===== src/rtl/neuron_pkg.sv =====
// Shared types, default widths and helper functions for the streaming MAC neuron.
package neuron_pkg;

  typedef enum logic [1:0] {
    ST_IDLE,
    ST_ACCUM,
    ST_DRAIN,
    ST_OUTPUT
  } state_e;

  localparam int unsigned DEF_IN_SIZE  = 196;
  localparam int unsigned DEF_LANES    = 4;
  localparam int unsigned DEF_DATA_W   = 16;
  localparam int unsigned DEF_WEIGHT_W = 8;
  localparam int unsigned DEF_ACC_W    = 40;
  localparam int unsigned DEF_OUT_W    = 32;

  function automatic int unsigned beat_cnt_w(input int unsigned beats);
    return (beats > 1) ? $clog2(beats) : 1;
  endfunction

  // Clamp a signed value into the signed range of a w-bit result (w <= 63).
  function automatic logic signed [63:0] sat_to_width(input logic signed [63:0] v,
                                                      input int unsigned w);
    logic signed [63:0] max_v;
    logic signed [63:0] min_v;
    max_v = (64'sd1 <<< (w - 1)) - 64'sd1;
    min_v = -max_v - 64'sd1;
    if (v > max_v) return max_v;
    if (v < min_v) return min_v;
    return v;
  endfunction

endpackage


===== src/rtl/neuron_lane_dot.sv =====
// Combinational LANES-wide signed dot product, sign-extended to ACC_W.
module neuron_lane_dot #(
  parameter int unsigned LANES    = 4,
  parameter int unsigned DATA_W   = 16,
  parameter int unsigned WEIGHT_W = 8,
  parameter int unsigned ACC_W    = 40
) (
  input  logic        [LANES*DATA_W-1:0]   data_i,
  input  logic        [LANES*WEIGHT_W-1:0] weight_i,
  output logic signed [ACC_W-1:0]          sum_o
);

  localparam int unsigned PW = DATA_W + WEIGHT_W;

  logic signed [ACC_W-1:0] sum_d;

  always_comb begin
    logic signed [DATA_W-1:0]   a;
    logic signed [WEIGHT_W-1:0] b;
    logic signed [PW-1:0]       prod;
    sum_d = '0;
    for (int l = 0; l < int'(LANES); l++) begin
      a     = data_i[l*DATA_W +: DATA_W];
      b     = weight_i[l*WEIGHT_W +: WEIGHT_W];
      prod  = PW'(a) * PW'(b);
      sum_d = sum_d + ACC_W'(prod);
    end
  end

  assign sum_o = sum_d;

endmodule


===== src/rtl/neuron_mac_stream.sv =====
// Streaming multi-lane MAC neuron: accumulate IN_SIZE products, add bias, saturate.
// Optional ReLU after saturation is enabled with the NEURON_RELU_EN macro.
module neuron_mac_stream
  import neuron_pkg::*;
#(
  parameter int unsigned IN_SIZE  = DEF_IN_SIZE,
  parameter int unsigned LANES    = DEF_LANES,
  parameter int unsigned DATA_W   = DEF_DATA_W,
  parameter int unsigned WEIGHT_W = DEF_WEIGHT_W,
  parameter int unsigned ACC_W    = DEF_ACC_W,
  parameter int unsigned OUT_W    = DEF_OUT_W
) (
  input  logic                      clk,
  input  logic                      reset,
  input  logic                      start,
  input  logic [WEIGHT_W-1:0]       bias,
  input  logic                      in_valid,
  output logic                      in_ready,
  input  logic [LANES*DATA_W-1:0]   in_data,
  input  logic [LANES*WEIGHT_W-1:0] in_weight,
  output logic                      out_valid,
  input  logic                      out_ready,
  output logic [OUT_W-1:0]          out_data,
  output logic                      busy
);

  localparam int unsigned BEATS = IN_SIZE / LANES;
  localparam int unsigned CNT_W = beat_cnt_w(BEATS);
  localparam logic [CNT_W-1:0] LAST_BEAT = CNT_W'(BEATS - 1);

  if ((IN_SIZE % LANES) != 0) begin : g_chk_lanes
    $error("IN_SIZE must be a multiple of LANES");
  end
  if (ACC_W < DATA_W + WEIGHT_W + $clog2(IN_SIZE)) begin : g_chk_acc
    $error("ACC_W too narrow for IN_SIZE products");
  end
  if (ACC_W > 63 || OUT_W > 63) begin : g_chk_max
    $error("ACC_W and OUT_W must not exceed 63");
  end

  state_e                  state_q, state_d;
  logic [CNT_W-1:0]        beat_q, beat_d;
  logic                    drain_q, drain_d;
  logic signed [WEIGHT_W-1:0] bias_q;
  logic signed [ACC_W-1:0] lane_sum, lane_sum_q, acc_q;
  logic                    lane_vld_q;
  logic [OUT_W-1:0]        out_data_q;
  logic                    beat_acc;
  logic signed [63:0]      total, sat_val;
  logic [OUT_W-1:0]        result;

  neuron_lane_dot #(
    .LANES   (LANES),
    .DATA_W  (DATA_W),
    .WEIGHT_W(WEIGHT_W),
    .ACC_W   (ACC_W)
  ) u_dot (
    .data_i  (in_data),
    .weight_i(in_weight),
    .sum_o   (lane_sum)
  );

  assign beat_acc  = (state_q == ST_ACCUM) && in_valid;
  assign in_ready  = (state_q == ST_ACCUM);
  assign out_valid = (state_q == ST_OUTPUT);
  assign busy      = (state_q != ST_IDLE);
  assign out_data  = out_data_q;

  always_ff @(posedge clk) begin
    if (reset) begin
      state_q <= ST_IDLE;
      beat_q  <= '0;
      drain_q <= 1'b0;
    end else begin
      state_q <= state_d;
      beat_q  <= beat_d;
      drain_q <= drain_d;
    end
  end

  // DRAIN is two cycles: drain_q marks the second, on which stage 3 fires.
  always_comb begin
    state_d = state_q;
    beat_d  = beat_q;
    drain_d = drain_q;
    unique case (state_q)
      ST_IDLE: begin
        if (start) begin
          state_d = ST_ACCUM;
          beat_d  = '0;
        end
      end
      ST_ACCUM: begin
        if (in_valid) begin
          beat_d = beat_q + 1'b1;
          if (beat_q == LAST_BEAT) begin
            state_d = ST_DRAIN;
            drain_d = 1'b0;
          end
        end
      end
      ST_DRAIN: begin
        drain_d = 1'b1;
        if (drain_q) state_d = ST_OUTPUT;
      end
      ST_OUTPUT: begin
        if (out_ready) state_d = ST_IDLE;
      end
      default: state_d = ST_IDLE;
    endcase
  end

  assign total = $signed({{(64-ACC_W){acc_q[ACC_W-1]}}, acc_q})
               + $signed({{(64-WEIGHT_W){bias_q[WEIGHT_W-1]}}, bias_q});

  always_comb begin
    sat_val = sat_to_width(total, OUT_W);
`ifdef NEURON_RELU_EN
    if (sat_val < 0) sat_val = '0;
`endif
    result = sat_val[OUT_W-1:0];
  end

  always_ff @(posedge clk) begin
    if (reset) begin
      bias_q     <= '0;
      lane_sum_q <= '0;
      lane_vld_q <= 1'b0;
      acc_q      <= '0;
      out_data_q <= '0;
    end else begin
      lane_vld_q <= beat_acc;
      if (beat_acc) lane_sum_q <= lane_sum;
      if (state_q == ST_IDLE && start) begin
        bias_q <= bias;
        acc_q  <= '0;
      end else if (lane_vld_q) begin
        acc_q <= acc_q + lane_sum_q;
      end
      if (state_q == ST_DRAIN && drain_q) out_data_q <= result;
    end
  end

endmodule


===== config.mk =====
export PLATFORM = sky130hd
export DESIGN_NAME = neuron_mac_stream
export DESIGN_NICKNAME = d
export VERILOG_FILES = /design/src/rtl/neuron_pkg.sv /design/src/rtl/neuron_lane_dot.sv /design/src/rtl/neuron_mac_stream.sv
export SDC_FILE = /design/constraint.sdc
export NUM_CORES = 2
export LEC_CHECK = 0
export ABC_AREA = 1
export BUFFER_PORTS_ARGS = -buffer_cell sky130_fd_sc_hd__buf_2
export CORE_MARGIN = 4
export CORE_UTILIZATION = 60
export CTS_BUF_LIST = sky130_fd_sc_hd__clkbuf_8
export CTS_CLUSTER_DIAMETER = 50
export CTS_CLUSTER_SIZE = 40
export DETAILED_ROUTE_END_ITERATION = 8
export GPL_TIMING_DRIVEN = 0
export PLACE_DENSITY_LB_ADDON = 0.12
export SYNTH_ARGS = -nofsm -noshare
export SYNTH_HDL_FRONTEND = slang
export SYNTH_SLANG_ARGS = --single-unit

===== constraint.sdc =====
create_clock -name clk -period 11 [get_ports clk]
set_input_delay 1.65 -clock clk [delete_from_list [all_inputs] [get_ports clk]]
set_output_delay 1.65 -clock clk [all_outputs]
set_load 0.01 [all_outputs]

==> impl_metrics.ini <==
[run_status]
outcome = finished with violations
violations = setup timing

[detailed_routing]
viasPerCell = 5.372
dr_total_vias = 26950
drtIter0Drc = 2110
wl_per_cell_um = 17.49
drt-total-wl_mm = 87.76
dr.pass1.iters = 6
drtAntennaViolNets = 0
drc_errors = 0

[logic_synthesis]
synth_mux_area_share_pct = 0
async_flop_share_pct = 0
synth-xor-area-share_pct = 3.080
synth_compound_area_share_pct = 8.645
ys_top_cells_by_area = fa_1 36%, inv_1 13%, nand2_1 11%
ys_ff_latch = 130
syn_avg_cell_area_um2 = 7.409
synth_top_family_by_area = adder cells
synth_nets = 5056
ys_seq_area_share_pct = 8.462
yosysTopAreaCellShare_pct = 36.19
ys_types = 48
synthCells = 4151
yosysWarnings = 0
yosys.area.top_type = fa_1
synth-simple-area-share_pct = 18.53
synthTopCellsByCount = 1,077 x inv_1, 907 x nand2_1, 556 x fa_1, 314 x nor2_1, 240 x ha_1
ys.flop_type = dfxtp_1
synth_edf_count = 0
synth_fa_ha_area_share_pct = 45.95
yosysMostFrequentCell = inv_1
syn_area_um2 = 30760

[flow_run]
maxCapViolCount = 0

[clock_tree]
numCtsBuffers = 17
clk_pin_slew_ns = 0.07
clock-root-buffer = clkbuf_8
h-tree-depth = 4
cts.sinks = 130
cts_hold_buf = 0
clock_latency_ns = 0.48
cts_buffer_depth = 2
cts_tree = built

[sta]
timing.fmax_mhz = 88.51
rsz0062_at_grt = yes
fin_crit_sh_pct = 102.7
slew_headroom_pct = 14.78
tightest_slew_ns = 1.277
fin_crit_ns = 11.30
clock_skew_ns = 0.02120
fin_ws_ns = -0.2978
setup_violations = 13
finalMaxSlewViolations = 0
hold_viol_final = 0

[global_routing]
overflow = 0
grt_max_degree = 35
antenna_found_initial = 8
grt_pass1_vias = 26910
grt_pass1_wl_mm = 137.7
track_usage_pct = 31.90

[placement]
port_buffers = 51
placed_cell_area_um2 = 31950
hpwlAfterDp_mm = 70.98
gp_congestion = 1.011

[worst_setup_path]
critPathRequiredTime_ns = 11.31
critPathKind = input port to flip-flop
path_common_cell = fa_1
path_max_fanout = 8
rr_endpoint = out_data[2]
start_kind = input port
r2r_slack_ns = 7.31
r2r_cells = 15
r2r_start = bias_q[7]
crit_arrival_ns = 11.61
cp_slowest_cell = fa_1
crit_path_end_kind = flip-flop
slowest_delay_ns = 0.55

[hold_path]
min_to = out_data[31]
min-delay-start = out_data[31]
hold_depth = 2
hp-class = flip-flop to flip-flop

[cells_and_area]
final_area_um2 = 35350
area_growth_syn_to_layout_pct = 14.93
drive_gt1_share_pct = 14.54
final_nets = 5232

[die]
die_h_um = 234.4
die_x_um = 234.4
die_area_um2 = 54950
ios = 144
core-area_um2 = 50380
num_rows = 82
initial_core_util_pct = 61.05
## state kept, by name (all words and copies together) (netlist names)
register,cells
drain_q,1
out_data,32
lane_vld_q,1
state_q,2
beat_q,6
bias_q,8
lane_sum_q,40
acc_q,40
## cell families after synthesis
kind of cell / count (synthesis)
buf+inv: 1243
fa+ha+maj: 796
simple gates: 1408
xor+xnor: 106
compound gates: 468
flops: 130
## worst max-delay path by stage
stage / from / cells after the start / end
after floorplan: in_weight[0] / 42 / lane_sum_q[30]
after global placement: in_weight[19] / 40 / lane_sum_q[39]
after detailed placement: in_weight[13] / 40 / lane_sum_q[31]
after CTS: in_weight[0] / 45 / lane_sum_q[31]
after global routing: in_weight[11] / 41 / lane_sum_q[35]
final: in_data[24] / 41 / lane_sum_q[30]
## cell type report
type	count	area [um^2]
clock inverter	10	86.33
buffer	162	1222
inverter	1081	4078
timing repair buffer	157	1200
sequential	130	2603
multi-input combinational	2778	25010
antenna	6	15.01
fill	4078	15030
tap	672	840.8
clock buffer	21	289.0
## critical path: cells and delay by family
kind	cells	cell delay (ns)
adder cells (fa/ha/maj)	14	6.45
AND/OR/NAND/NOR	14	1.69
AO/OA/AOI/OAI	7	0.96
buffers and inverters	5	0.59
XOR/XNOR	1	0.25
## per-stage QoR
step | utilization (%) | hold WS [ns] | setup TNS, ns | setup WS (ns) | std cells
floorplan | - | 0.4497 | 0 | 0.001483 | 4151
global placement | 63.43 | 0.4557 | -38.72 | -1.783 | 4874
detailed placement | 63.43 | 0.4646 | -40.94 | -1.868 | 4874
CTS | 67.65 | 0.4759 | -0.09514 | -0.03132 | 4959
global route | 70.17 | 0.4849 | -8.400 | -0.6539 | 5017
finish | 70.17 | 0.4735 | -3.205 | -0.2978 | 5017
## cell usage in the layout (no fill, tap or decap), types with 19 or more instances in the layout
master,n
inv_1,1038
nand2_1,865
fa_1,540
nor2_1,298
ha_1,194
o21ai_0,147
a21oi_1,136
dfxtp_1,130
buf_4,89
clkbuf_1,68
a21oi_2,59
nand3_1,58
buf_2,54
xor2_1,46
ha_4,45
xnor2_1,42
clkbuf_2,37
inv_2,36
or2_2,35
nand2_2,33
clkbuf_8,26
nand4_1,26
buf_6,24
nand2_4,23
o21ai_1,23
buf_8,19
## repair_timing
action                                  in CTS  in global routing
gates resized for setup                    282                296
cloned                                       3                  3
endpoints found under the setup margin      29                 27
pin swaps                                   97                142
setup buffers                               51                 50
## routing by layer
metal / GRT usage, % / up-vias / part of all wire [%]
met5: 0 / - / 0.13
li1: - / 12580 / -
met1: 45.86 / 13040 / 43
met3: 8.127 / 165 / 10
met2: 48.35 / 1161 / 44
met4: 8.878 / 6 / 2.9
Power is left out: the tool's default activity adds up to more than one toggle a clock period on the data nets, which glitch-free logic cannot reach.
